### src/rtl/input_controller.sv
// NES pad poller: a free-running poll counter kicks off a latch/pulse read of the
// 8 serial button bits, which are debounced once per poll into an active-high byte.
module input_controller #(
  parameter int POLL_BITS    = 19,
  parameter int LATCH_CYCLES = 480,
  parameter int HALF_CYCLES  = 240
) (
  input  logic       clk,
  input  logic       reset,
  input  logic       button_data,
  output logic       latch,
  output logic       pulse,
  output logic       latch_tb,
  output logic       slow_clk_tb,
  output logic [7:0] buttons,
  output logic       buttons_valid,
  output logic [7:0] new_press
);

  localparam int MAXC = (LATCH_CYCLES > HALF_CYCLES) ? LATCH_CYCLES : HALF_CYCLES;
  localparam int CW   = $clog2(MAXC + 1);

  typedef enum logic [2:0] {IDLE, LATCH, LOW0, PHIGH, PLOW, DONE} state_t;

  state_t                 state, state_n;
  logic [POLL_BITS-1:0]   poll_cnt;
  logic [CW-1:0]          phase_cnt;
  logic [2:0]             index;
  logic [7:0]             shift_reg;
  logic [1:0]             sync;
  logic                   last_latch, last_half;
  logic [7:0]             captured;

  assign last_latch  = (phase_cnt == CW'(LATCH_CYCLES - 1));
  assign last_half   = (phase_cnt == CW'(HALF_CYCLES - 1));
  // Full frame as it will look once bit 7 lands on this edge.
  assign captured    = {sync[1], shift_reg[6:0]};
  assign latch_tb    = latch;
  assign slow_clk_tb = poll_cnt[POLL_BITS-1];

  always_comb begin
    state_n = state;
    case (state)
      IDLE:    if (&poll_cnt) state_n = LATCH;
      LATCH:   if (last_latch) state_n = LOW0;
      LOW0:    if (last_half) state_n = PHIGH;
      PHIGH:   if (last_half) state_n = PLOW;
      PLOW:    if (last_half) state_n = (index == 3'd7) ? DONE : PHIGH;
      DONE:    state_n = IDLE;
      default: state_n = IDLE;
    endcase
  end

  always_ff @(posedge clk or negedge reset) begin
    if (!reset) begin
      state         <= IDLE;
      poll_cnt      <= '0;
      phase_cnt     <= '0;
      index         <= '0;
      shift_reg     <= 8'hFF;
      sync          <= 2'b11;
      latch         <= 1'b0;
      pulse         <= 1'b0;
      buttons       <= '0;
      buttons_valid <= 1'b0;
      new_press     <= '0;
    end else begin
      poll_cnt      <= poll_cnt + 1'b1;
      sync          <= {sync[0], button_data};
      state         <= state_n;
      phase_cnt     <= (state_n != state) ? '0 : phase_cnt + CW'(1);
      // Strobes are decoded from the next state so they leave a flop cleanly.
      latch         <= (state_n == LATCH);
      pulse         <= (state_n == PHIGH);
      buttons_valid <= 1'b0;
      new_press     <= '0;
      if (state == LOW0 && last_half) begin
        shift_reg[0] <= sync[1];
        index        <= 3'd1;
      end
      if (state == PLOW && last_half) begin
        shift_reg[index] <= sync[1];
        if (index != 3'd7) begin
          index <= index + 3'd1;
        end else begin
          // Publish alongside entry to DONE so the strobe marks the DONE cycle.
          buttons       <= ~captured;
          buttons_valid <= 1'b1;
          new_press     <= ~captured & ~buttons;
        end
      end
    end
  end

endmodule

### config.mk
export PLATFORM = sky130hd
export DESIGN_NAME = input_controller
export DESIGN_NICKNAME = d
export VERILOG_FILES = /design/src/rtl/input_controller.sv
export SDC_FILE = /design/constraint.sdc
export NUM_CORES = 1
export LEC_CHECK = 0
export ABC_CLOCK_PERIOD_IN_PS = 2810
export CORE_UTILIZATION = 60
export CTS_BUF_LIST = sky130_fd_sc_hd__clkbuf_8
export DETAILED_ROUTE_END_ITERATION = 10
export PLACE_DENSITY = 0.86
export SYNTH_ARGS = -nofsm -noshare
export SYNTH_HDL_FRONTEND = slang
export SYNTH_SLANG_ARGS = --single-unit
### constraint.sdc
create_clock -name clk -period 2.81 [get_ports clk]
set_clock_uncertainty 0.15 [all_clocks]
set_input_delay 0.562 -clock clk [delete_from_list [all_inputs] [get_ports clk]]
set_output_delay 0.562 -clock clk [all_outputs]
set_load 0.005 [all_outputs]
# --- After elaboration in Yosys (flattened, before gate mapping) ---
# Index checks and enable logic that the tools add are counted.
totals:
  word_cells: 58
  output_inout_bits: 21
  inputBits: 3
  register_bits: 63
classes:
  bitwise: 4
  magnitude_cmp: 2
  n_reduce_logical: 6
  mux: 20
  n_eq_ne: 11
  add_sub_neg: 3
op_table:
  columns: ["cell", "count"]
  rows:
  - ["two-way mux 3 bit", 9]
  - ["adder 19 x 1 -> 19 bit (second input constant)", 1]
  - ["AND reduction 19 bit", 1]
  - ["two-way mux 8 bit", 2]
  - ["NOT 8 bit", 2]
  - ["case mux 3 bit (5 select lines)", 1]
  - ["adder 9 x 1 -> 9 bit (second input constant)", 1]
  - ["== test 3 x 2 -> 1 bit (second input constant)", 3]
  - ["== test 9 x 8 -> 1 bit (second input constant)", 1]
  - ["== test 9 bit (second input constant)", 1]
  - ["two-way mux 9 bit", 1]
  - ["AND 8 bit", 1]
  - ["bitwise mux 8 bit", 1]
  - ["== test 3 x 1 -> 1 bit (second input constant)", 2]
  - ["== test 3 bit (second input constant)", 2]
  - ["two-way mux 1 bit", 5]
  - ["< comparator 3 x 4 -> 1 bit (second input constant)", 1]
  - ["adder 3 x 1 -> 3 bit (second input constant)", 1]
  - ["demux 1 bit (select 3 bit)", 1]
  - [">= comparator 3 x 1 -> 1 bit (second input constant)", 1]
  - ["logical AND 1 bit", 3]
  - ["logical NOT 3 bit", 1]
  - ["!= test 3 bit", 1]
  - ["!= test 3 bit (second input constant)", 1]
  - ["2 further kinds", 2]

# --- Logic depth before layout (Yosys ltp) ---
# Gate-level depths: netlist of run 1.
logic_depth:
  ltp_word: 6
  depth_mapped: 7
  mapped_depth_nobuf: 7

# --- Worst setup path before layout of run 1 ---
# No wires, ideal clock.
synth_path:
  kind: "reg2reg"
  startpoint: "register index[1]"
  endpoint: "register phase_cnt[2]"
  period_less_slack_ns: 1.865
  path_stages_with_launch: 7
  t_required_ns: 2.529
  n_path_buf: 0
  t_arrival_ns: 1.584
  slack_ns: 0.945
  cell_sequence: "dfrtp_1 > ha_1 > ha_1 > o41ai_1 > a22oi_1 > o21ai_2 > nor2_1"
synth_between:
  elab_chain_len: 6
synth_lines:
  columns: ["item", "line_no", "source"]
  rows:
  - ["from (decl)", "28", "logic [2:0] index;"]
  - ["from (signal assigned)", "84", "index <= index + 3'd1;"]
  - ["== test 3 bit", "48", "PLOW: if (last_half) state_n = (index == 3'd7) ? DONE : PHIGH;"]
  - ["two-way mux 3 bit (2 in series)", "48", null]
  - ["case mux 3 bit (5 select lines)", "43", "case (state)"]
  - ["!= test 3 bit", "71", "phase_cnt <= (state_n != state) ? '0 : phase_cnt + CW'(1);"]
  - ["two-way mux 9 bit", "71", null]
  - ["to (signal assigned)", "71", null]
  - ["to (decl)", "27", "logic [CW-1:0] phase_cnt;"]
# Every way passes these cells.
# A chain may end at the register's enable or synchronous reset.

# --- Worst setup path after layout of run 1 ---
layout_path:
  startpoint: "register poll_cnt[0]"
  endpoint: "register phase_cnt[5]"
layout_between:
  elab_chain_len: 5
layout_lines:
  columns: ["item", "line_no", "source"]
  rows:
  - ["from (decl)", "26", "logic [POLL_BITS-1:0] poll_cnt;"]
  - ["from (signal assigned)", "68", "poll_cnt <= poll_cnt + 1'b1;"]
  - ["AND reduction 19 bit", "44", "IDLE: if (&poll_cnt) state_n = LATCH;"]
  - ["two-way mux 3 bit", "44", null]
  - ["case mux 3 bit (5 select lines)", "43", null]
  - ["!= test 3 bit", "71", null]
  - ["two-way mux 9 bit", "71", null]
# Every way passes these cells.

==> impl_metrics.py, run 1 <==
metrics = {
    "min_path": {
        "hp-class": "flop to flop",
        "hp-start": "sync[0]",
    },
    "die": {
        "dieArea_um2": 4840,
        "ios": 24,
        "core-area_um2": 4380,
        "rows": 24,
        "die_w_um": 69.6,
        "dieHeight_um": 69.6,
        "start_util": 0.625,
    },
    "drt": {
        "via_per_inst": 5.67,
        "drtPass1Iterations": 4,
        "drcViolationCount": 0,
        "drt-initial-drc-count": 83,
        "final_antenna_net_count": 0,
        "vias": 1867,
        "routed_wirelength_mm": 4.79,
        "wl_per_cell_um": 14.6,
    },
    "status": {
        "outcome": "completed",
    },
    "finish": {
        "diodes": 0,
        "final_common_cell": "dfrtp_1",
        "drive_above_1_share": 0.166,
        "stdcell_area_um2": 3220,
        "seqCellArea_um2": 1560,
        "reg_top3": "poll_cnt: 19 flops, phase_cnt: 9 flops",
        "layout.cells.most_common_list": "53 x dfrtp_1, 31 x nand2_1, 22 x nor2_1, 22 x clkdlybuf4s50_1, 14 x xnor2_1",
        "top_register": "poll_cnt",
        "syn2layout_area_growth_pct": 17.4,
        "fillers": 308,
        "multi_input_area_um2": 1120,
        "largest_reg_flops": 19,
        "fin_nets": 279,
    },
    "global_route": {
        "grt_max_degree": 63,
        "antenna_found_initial": 0,
        "grt_pass1_wl_mm": 8.52,
        "gr-usage-met2": 0.368,
        "grt.busiest_layer": "met2",
        "met1_usage": 0.290,
        "use_met3": 0.0698,
        "grt_pass1_vias": 1862,
        "grtUsageTotal": 0.230,
        "grt_overflow_total": 0,
    },
    "setup_path": {
        "ff2ff_path_depth": 6,
        "crit_end": "phase_cnt[5]",
        "worstReg2RegEnd": "phase_cnt[5]",
        "critPathCaptureType": "flop",
        "crit_path_start_kind": "flop",
        "cp.required_ns": 2.87,
        "cp.arrival_ns": 2.17,
        "crit_type": "flop to flop",
        "r2r_slack_ns": 0.70,
        "r2r-start": "poll_cnt[0]",
        "crit_start": "poll_cnt[0]",
        "cp_max_fo": 9,
    },
    "power_and_ir_drop": {
        "power.internal_uw": 1360,
        "power_density_nw_per_um2": 534,
        "clockPowerShare": 0.467,
        "leakage_uw": 0.00145,
        "p_sw_uw": 363,
        "ir_drop_mv": 0.389,
        "power.share.sequential": 0.522,
        "power_frac_comb": 0.011,
        "p_sw_frac": 0.211,
    },
    "logic_synthesis": {
        "ys_seq_elements": 62,
        "synth_edf_count": 0,
        "seq_area_frac_synth": 0.570,
        "synth_cell_types": 44,
        "synth_warnings": 0,
        "syn-mean-instance-area_um2": 11.3,
        "synth-async-reset-ratio": 1.00,
        "synthesis.instances": 242,
        "syn-num-nets": 249,
        "synthFlopType": "dfrtp_1",
        "syn_area_um2": 2740,
    },
    "sta": {
        "relSlewSlack": 0.504,
        "setup-tns-final_ns": 0,
        "final_hold_viol_count": 0,
        "tightest_slew_ns": 0.744,
        "min_period_ns": 2.11,
        "final_max_slew_viol_count": 0,
        "fin_hold_ws_ns": 0.207,
        "fin_crit_sh": 0.751,
        "rsz0062_at_grt": "false",
        "setup_violations": 0,
        "fmax_mhz": 474,
        "fin_ws_ns": 0.700,
    },
    "clock_network": {
        "cts.sinks": 62,
        "clkTransAtPathRegs_ns": 0.07,
        "cts_root_buf": "clkbuf_8",
        "postCtsSetupBuffers": 0,
        "clk_latency_ns": 0.34,
        "cts_tree": "built",
        "h-tree-depth": 3,
        "clock_path_buffers": 2,
        "cts_buffers": 9,
        "cts_resized": 0,
        "hold_buffers": 0,
    },
    "placed_design": {
        "placed_area_um2": 3010,
        "io_buffer_count": 23,
        "dp_hpwl_mm": 3.28,
        "gp_congestion": 0.811,
        "pre_cts_ws_ns": 0.700,
    },
    "run": {
        "maxCapViolations": 0,
    },
}
-- how the worst min path moves through the flow --
stage / slack (ns) / cells past startpoint / end
finish: 0.21 / 0 / sync[1]
global route: 0.21 / 0 / sync[1]
CTS: 0.21 / 0 / sync[1]
global placement: 0.20 / 0 / sync[1]
detailed placement: 0.20 / 0 / sync[1]
floorplan: 0.12 / 0 / buttons[0]
-- worst max-delay path, cell delays in order (launching register included) --
cell      delay [ns]
dfrtp_1         0.39
ha_1            0.21
and4_1          0.34
and4_1          0.31
a221oi_1        0.12
o21ai_2         0.36
nor2_1          0.10
-- kinds of logic (layout without fill, tap and decap cells) --
logic type,Yosys count,in the layout,share of synthesized area
compound gates,23,23,0.0530
flops,62,62,0.570
buf+inv,13,48,0.0215
xor+xnor,24,24,0.0767
simple gates,108,108,0.226
mux,8,8,0.0338
fa+ha+maj,4,4,0.0183
-- power by group through the flow --
stage          combinational [uW]  clock (uW)  sequential, uW
3_3_place_gp                 20.0           0             914
3_5_place_dp                 20.4           0             914
4_1_cts                      20.2         817             898
5_1_grt                      23.2         852             897
6_report                     18.9         802             898
2_1_floorplan               0.115           0             913
-- final cells by class --
cell class / count / share of cell area
repair buffers: 24 / 0.0723
inverters: 8 / 0.00933
clock inverters: 5 / 0.0175
flip-flops and latches: 62 / 0.486
clock buffers: 11 / 0.0471
well taps: 52 / 0.0202
multi-input cells: 167 / 0.348
-- synthesized netlist by cell type (2+ instances only) --
cell type / number / share of area
mux2_2: 6 / 0.025
nor3_1: 11 / 0.020
xor2_1: 10 / 0.032
buf_2: 2 / 0.0037
nor3_2: 2 / 0.0073
nor2_1: 22 / 0.030
and4_1: 4 / 0.013
o21ai_0: 12 / 0.022
nand4_1: 4 / 0.0091
buf_4: 2 / 0.0055
nand4b_1: 2 / 0.0064
xnor2_1: 14 / 0.045
o41ai_1: 3 / 0.0096
and3_1: 5 / 0.011
nand2_1: 31 / 0.042
nand2b_1: 2 / 0.0046
dfrtp_1: 53 / 0.48
dfstp_2: 9 / 0.086
inv_1: 7 / 0.0096
nor4_4: 3 / 0.023
nand3_1: 12 / 0.022
ha_1: 4 / 0.018
-- metrics by stage --
step	utilization	cells	power (uW)
after floorplan	-	242	913
after global placement	0.686	313	934
after detailed placement	0.686	313	934
after CTS	0.734	329	1730
after global routing	0.734	329	1770
final	0.734	329	1720
-- layer usage --
metal / wire, um / up-vias / part of all wire
met2: 2390 / 26 / 0.50
met5: 0 / - / 0
met1: 2180 / 927 / 0.45
met4: 61 / 0 / 0.013
met3: 161 / 6 / 0.034
li1: - / 908 / -
(Power assumes the default switching activity.)
==> run 2: changes to the inputs <==
==> config.mk (replaced) <==
export PLATFORM = sky130hd
export DESIGN_NAME = input_controller
export DESIGN_NICKNAME = d
export VERILOG_FILES = /design/src/rtl/input_controller.sv
export SDC_FILE = /design/constraint.sdc
export NUM_CORES = 1
export LEC_CHECK = 0
export ABC_CLOCK_PERIOD_IN_PS = 2190
export CORE_UTILIZATION = 59
export CTS_BUF_LIST = sky130_fd_sc_hd__clkbuf_8
export DETAILED_ROUTE_END_ITERATION = 10
export PLACE_DENSITY = 0.85
export SYNTH_ARGS = -nofsm -noshare
export SYNTH_HDL_FRONTEND = slang
export SYNTH_SLANG_ARGS = --single-unit
==> constraint.sdc (replaced) <==
create_clock -name clk -period 2.19 [get_ports clk]
set_clock_uncertainty 0.15 [all_clocks]
set_input_delay 0.438 -clock clk [delete_from_list [all_inputs] [get_ports clk]]
set_output_delay 0.438 -clock clk [all_outputs]
set_load 0.005 [all_outputs]
==> run 2 against run 1 <==
Effect of this change: sequential power up 28%; largest cell class unchanged; wire length shrank 0.52%; sequential share of layout area shrank 1.1 points; critical endpoint is now phase_cnt[0]; maximum frequency grew 0.67%; setup slack worse by 0.61 ns; largest power group unchanged; final cell count up 2.7%; via count up 2.6%; register-to-register slack got worse by 0.61 ns; worst hold slack better by 0.0037 ns.
==> impl_metrics.py, run 2 (synthesis results as in run 1) <==
metrics = {
    "status": {
        "outcome": "completed",
    },
    "drt": {
        "via_per_inst": 5.67,
        "vias": 1915,
        "routed_wirelength_mm": 4.76,
        "drt-initial-drc-count": 88,
        "drtPass1Iterations": 4,
        "wl_per_cell_um": 14.1,
        "drcViolationCount": 0,
        "final_antenna_net_count": 0,
    },
    "setup_path": {
        "ff2ff_path_depth": 7,
        "cp.arrival_ns": 2.16,
        "cp_max_fo": 9,
        "critPathCaptureType": "flop",
        "r2r_slack_ns": 0.09,
        "path_cells": "ha_1, ha_1, o41ai_1, a22oi_1, o21ai_2, buf_4, nor2_1",
        "worstReg2RegEnd": "phase_cnt[0]",
        "cp.required_ns": 2.26,
        "critPathMaxStageDelay_ns": 0.51,
        "critPathSlowestCell": "o41ai_1",
        "path_common_cell": "ha_1",
        "crit_type": "flop to flop",
        "crit_path_start_kind": "flop",
        "r2r-start": "index[0]",
    },
    "die": {
        "start_util": 0.621,
        "die_w_um": 70.2,
        "core-area_um2": 4410,
        "rows": 24,
        "ios": 24,
        "dieHeight_um": 70.2,
        "dieArea_um2": 4920,
    },
    "clock_network": {
        "clkTransAtPathRegs_ns": 0.06,
        "cts_root_buf": "clkbuf_8",
        "cts_buffers": 9,
        "h-tree-depth": 3,
        "clk_latency_ns": 0.34,
        "cts_tree": "built",
        "clock_path_buffers": 2,
        "cts.sinks": 62,
    },
    "global_route": {
        "antenna_found_initial": 0,
        "grtUsageTotal": 0.226,
        "grt_pass1_wl_mm": 8.42,
        "grt_pass1_vias": 1766,
        "grt_overflow_total": 0,
        "grt_max_degree": 26,
    },
    "sta": {
        "final_max_slew_viol_count": 0,
        "rsz0062_at_grt": "false",
        "min_period_ns": 2.10,
        "tightest_slew_ns": 0.522,
        "setup_violations": 0,
        "final_hold_viol_count": 0,
        "fin_hold_ws_ns": 0.211,
        "relSlewSlack": 0.650,
        "setup-tns-final_ns": 0,
        "fin_crit_sh": 0.957,
        "fmax_mhz": 477,
    },
    "finish": {
        "diodes": 0,
        "largest_reg_flops": 19,
        "top_register": "poll_cnt",
        "fin_nets": 289,
        "drive_above_1_share": 0.189,
        "syn2layout_area_growth_pct": 20.0,
        "final_common_cell": "dfrtp_1",
        "reg_top3": "poll_cnt: 19 flops, phase_cnt: 9 flops",
        "layout.cells.most_common_list": "53 x dfrtp_1, 31 x nand2_1, 22 x nor2_1, 22 x clkdlybuf4s50_1",
    },
    "run": {
        "maxCapViolations": 0,
    },
    "power_and_ir_drop": {
        "power_frac_comb": 0.013,
        "p_sw_uw": 427,
        "ir_drop_mv": 0.496,
        "power.internal_uw": 1710,
        "p_sw_frac": 0.200,
        "power.share.sequential": 0.539,
        "power_density_nw_per_um2": 650,
        "clockPowerShare": 0.448,
        "leakage_uw": 0.00151,
    },
    "min_path": {
        "hp-class": "flop to flop",
        "worstHoldEndpoint": "sync[1]",
        "hold_path_depth": 0,
        "hp-start": "sync[0]",
    },
    "placed_design": {
        "dp_hpwl_mm": 3.29,
        "io_buffer_count": 23,
        "gp_congestion": 0.873,
    },
}
-- run 2: per-layer routing --
metal	share of wire	up-vias	track usage	wire (um)
li1	-	923	-	-
met1	0.48	933	0.328	2270
met2	0.46	45	0.315	2170
met3	0.036	14	0.0476	172
met4	0.031	0	0.133	147
met5	0	-	0	0
-- run 2: worst max-delay path, delay by kind of cell, from the launching register on --
family                     cells  cell delay, ns
DFF                            1            0.39
AOI/OAI and AO/OA              3            0.74
adders and majority gates      2            0.48
buffers and inverters          1            0.16
and+or+nand+nor                1            0.06
-- run 2: stage by stage --
| stage | area, um2 | utilization | instances | setup WS, ns | power [uW] |
|---|---|---|---|---|---|
| final | 3290 | 0.745 | 338 | 0.0944 | 2140 |
| after global routing | 3290 | 0.745 | 338 | 0.00625 | 2210 |
| after detailed placement | 3070 | 0.695 | 321 | 0.158 | 1200 |
| after floorplan | 2740 | - | 242 | 0.325 | 1170 |
| after CTS | 3280 | 0.742 | 337 | 0.119 | 2160 |
| after global placement | 3070 | 0.695 | 321 | 0.190 | 1200 |
-- run 2: power by group through the flow --
stage	sequential (uW)	clock, uW	combinational, uW
finish	1150	958	27.2
floorplan	1170	0	0.148
global route	1150	1030	32.6
detailed placement	1170	0	27.9
global placement	1170	0	27.3
CTS	1150	981	29.4
-- run 2: worst max-delay path by stage --
stage | startpoint | end | slack, ns | depth (start not counted)
after global routing | phase_cnt[0] | state[0] | 0.006 | 5
final | index[0] | phase_cnt[0] | 0.09 | 7
after detailed placement | phase_cnt[0] | state[0] | 0.16 | 5
after floorplan | index[1] | phase_cnt[2] | 0.32 | 6
after global placement | phase_cnt[0] | latch | 0.19 | 7
after CTS | phase_cnt[0] | state[0] | 0.12 | 5
-- run 2: cell type report --
class	count	area [um2]
clock inverter	1	3.75
inverter	8	30.0
timing repair buffer	34	310
tap	52	65.1
sequential	62	1560
clock buffer	14	193
fill	310	1120
multi-input combinational	167	1120
-- run 2: timing repair --
item	CTS	global route
resized for setup	0	1
buffers inserted	0	1
hold buffers	1	0
hold endpoints to repair	17	0
endpoints found under the setup margin	0	7
==> run 3: changes to the inputs <==
--- a/config.mk
+++ b/config.mk
@@ -6,10 +6,12 @@
 export NUM_CORES = 1
 export LEC_CHECK = 0
 export ABC_CLOCK_PERIOD_IN_PS = 2190
-export CORE_UTILIZATION = 59
-export CTS_BUF_LIST = sky130_fd_sc_hd__clkbuf_8
+export CELL_PAD_IN_SITES_DETAIL_PLACEMENT = 2
+export CELL_PAD_IN_SITES_GLOBAL_PLACEMENT = 2
+export CORE_MARGIN = 3
+export CORE_UTILIZATION = 38
 export DETAILED_ROUTE_END_ITERATION = 10
-export PLACE_DENSITY = 0.85
+export PLACE_DENSITY = 0.82
 export SYNTH_ARGS = -nofsm -noshare
 export SYNTH_HDL_FRONTEND = slang
 export SYNTH_SLANG_ARGS = --single-unit
==> run 3 against run 2 <==
Effect of this change: die area increased by 68%; cell area increased by 4.9%; global-route usage decreased by 1.3 points.
==> impl_metrics.py, run 3 (synthesis results as in run 1) <==
metrics = {
    "drt": {
        "drt-initial-drc-count": 88,
        "vias": 2091,
        "via_per_inst": 5.35,
        "routed_wirelength_mm": 8.14,
        "wl_per_cell_um": 20.8,
        "drtPass1Iterations": 5,
        "final_antenna_net_count": 0,
        "drcViolationCount": 0,
    },
    "status": {
        "outcome": "completed",
    },
    "setup_path": {
        "cp.required_ns": 2.31,
        "cp.arrival_ns": 2.22,
        "critPathSlowestCell": "dfrtp_1",
        "path_cells": "or2_4, nor4_4, a21oi_1, nor3_2, inv_2, nor3_2",
        "critPathMaxStageDelay_ns": 0.43,
        "cp_max_fo": 5,
        "path_common_cell": "nor3_2",
        "crit_path_start_kind": "flop",
        "crit_type": "flop to flop",
        "critPathCaptureType": "flop",
    },
    "die": {
        "die_w_um": 90.9,
        "core-area_um2": 6910,
        "rows": 30,
        "dieArea_um2": 8270,
        "start_util": 0.397,
        "ios": 24,
        "dieHeight_um": 90.9,
    },
    "finish": {
        "fin_cells": 391,
        "fin_nets": 297,
        "reg_top3": "poll_cnt: 19 flops, phase_cnt: 9 flops",
        "drive_above_1_share": 0.234,
        "syn2layout_area_growth_pct": 25.9,
        "final_common_cell": "dfrtp_1",
        "layout.cells.most_common_list": "53 x dfrtp_1, 31 x nand2_1, 22 x nor2_1, 22 x clkdlybuf4s50_1, 17 x buf_4",
        "diodes": 0,
        "largest_reg_flops": 19,
        "top_register": "poll_cnt",
    },
    "placed_design": {
        "dp_hpwl_mm": 4.98,
        "pre_cts_ws_ns": -0.00485,
        "io_buffer_count": 23,
        "gp_congestion": 0.788,
        "dp_cells": 373,
    },
    "sta": {
        "final_max_slew_viol_count": 0,
        "fin_ws_ns": 0.0893,
        "relSlewSlack": 0.647,
        "min_period_ns": 2.10,
        "tightest_slew_ns": 0.529,
        "setup_violations": 0,
        "rsz0062_at_grt": "true",
        "setup-tns-final_ns": 0,
        "fmax_mhz": 476,
        "fin_hold_ws_ns": 0.224,
        "fin_crit_sh": 0.959,
        "final_hold_viol_count": 0,
    },
    "clock_network": {
        "h-tree-depth": 3,
        "cts_tree": "built",
        "cts_buffers": 9,
        "clkTransAtPathRegs_ns": 0.07,
        "cts_root_buf": "clkbuf_8",
        "clk_latency_ns": 0.35,
        "clock_path_buffers": 2,
        "cts.sinks": 62,
    },
    "power_and_ir_drop": {
        "p_total_uw": 2210,
        "ir_drop_mv": 0.390,
        "power_density_nw_per_um2": 641,
        "leakage_uw": 0.00156,
    },
    "global_route": {
        "grt_max_degree": 43,
        "grt_pass1_wl_mm": 13.4,
        "grt_pass1_vias": 2364,
        "antenna_found_initial": 0,
        "grt_overflow_total": 0,
        "grtUsageTotal": 0.213,
    },
    "run": {
        "maxCapViolations": 0,
    },
    "min_path": {
        "hp-class": "flop to flop",
    },
}
[run 3: changes by cell type in the layout (fill, tap and decap cells not counted), moves of 2 or more]
cell / before / now
buf_4: 10 / 17
clkbuf_8: 14 / 9
clkinv_2: 0 / 2
clkinv_4: 0 / 2
[run 3: area by class of cell]
| type | instances | area, um2 |
|---|---|---|
| Clock inverter | 7 | 73.8 |
| Fill cell | 726 | 3460 |
| Inverter | 8 | 30.0 |
| Sequential cell | 62 | 1560 |
| Multi-Input combinational cell | 167 | 1160 |
| Clock buffer | 9 | 124 |
| Tap cell | 96 | 120 |
| Timing Repair Buffer | 42 | 383 |
[run 3: per-layer routing]
metal / wire, um / global-route usage / up-vias
met4: 134 / 0.0653 / 0
met3: 287 / 0.0567 / 13
met5: 0 / 0 / -
met1: 3390 / 0.248 / 1092
met2: 4320 / 0.382 / 45
li1: - / - / 941
[run 3: metrics by stage]
stage | util | area (um2)
floorplan | - | 2740
global route | 0.500 | 3450
global placement | 0.463 | 3200
CTS | 0.495 | 3420
finish | 0.500 | 3450
detailed placement | 0.463 | 3200
[run 3: power by group]
group          internal [uW]  leakage [uW]  switching [uW]
clock network            529     0.0000996             500
registers               1150      0.000805            3.39
logic                   7.14      0.000652            23.5
total                   1680       0.00156             527
[run 3: final timing paths]
| path | from | end | slack [ns] | cells after the start |
|---|---|---|---|---|
| min reg2reg | sync[0] | sync[1] | 0.22 | 0 |
| min in group asynchronous | reset | buttons[6] | 0.46 | 2 |
| min | sync[0] | sync[1] | 0.22 | 0 |
| max reg2reg | phase_cnt[8] | latch | 0.09 | 6 |
| max in group asynchronous | reset | shift_reg[0] | 0.77 | 3 |
| max | phase_cnt[8] | latch | 0.09 | 6 |
[run 3: timing repair]
action	in CTS	in global routing
setup buffers	1	0
endpoints found under the setup margin	3	8
pin swaps	1	1
gates resized for setup	2	5
endpoints found under the hold margin	17	0
gates cloned	0	0
hold buffers	1	0
[run 3: worst max-delay path: cells and delay by family (launching register included)]
kind	cells	cell delay, ns
DFF	1	0.43
and+or+nand+nor	4	1.20
buffers and inverters	1	0.08
AOI/OAI and AO/OA	1	0.16
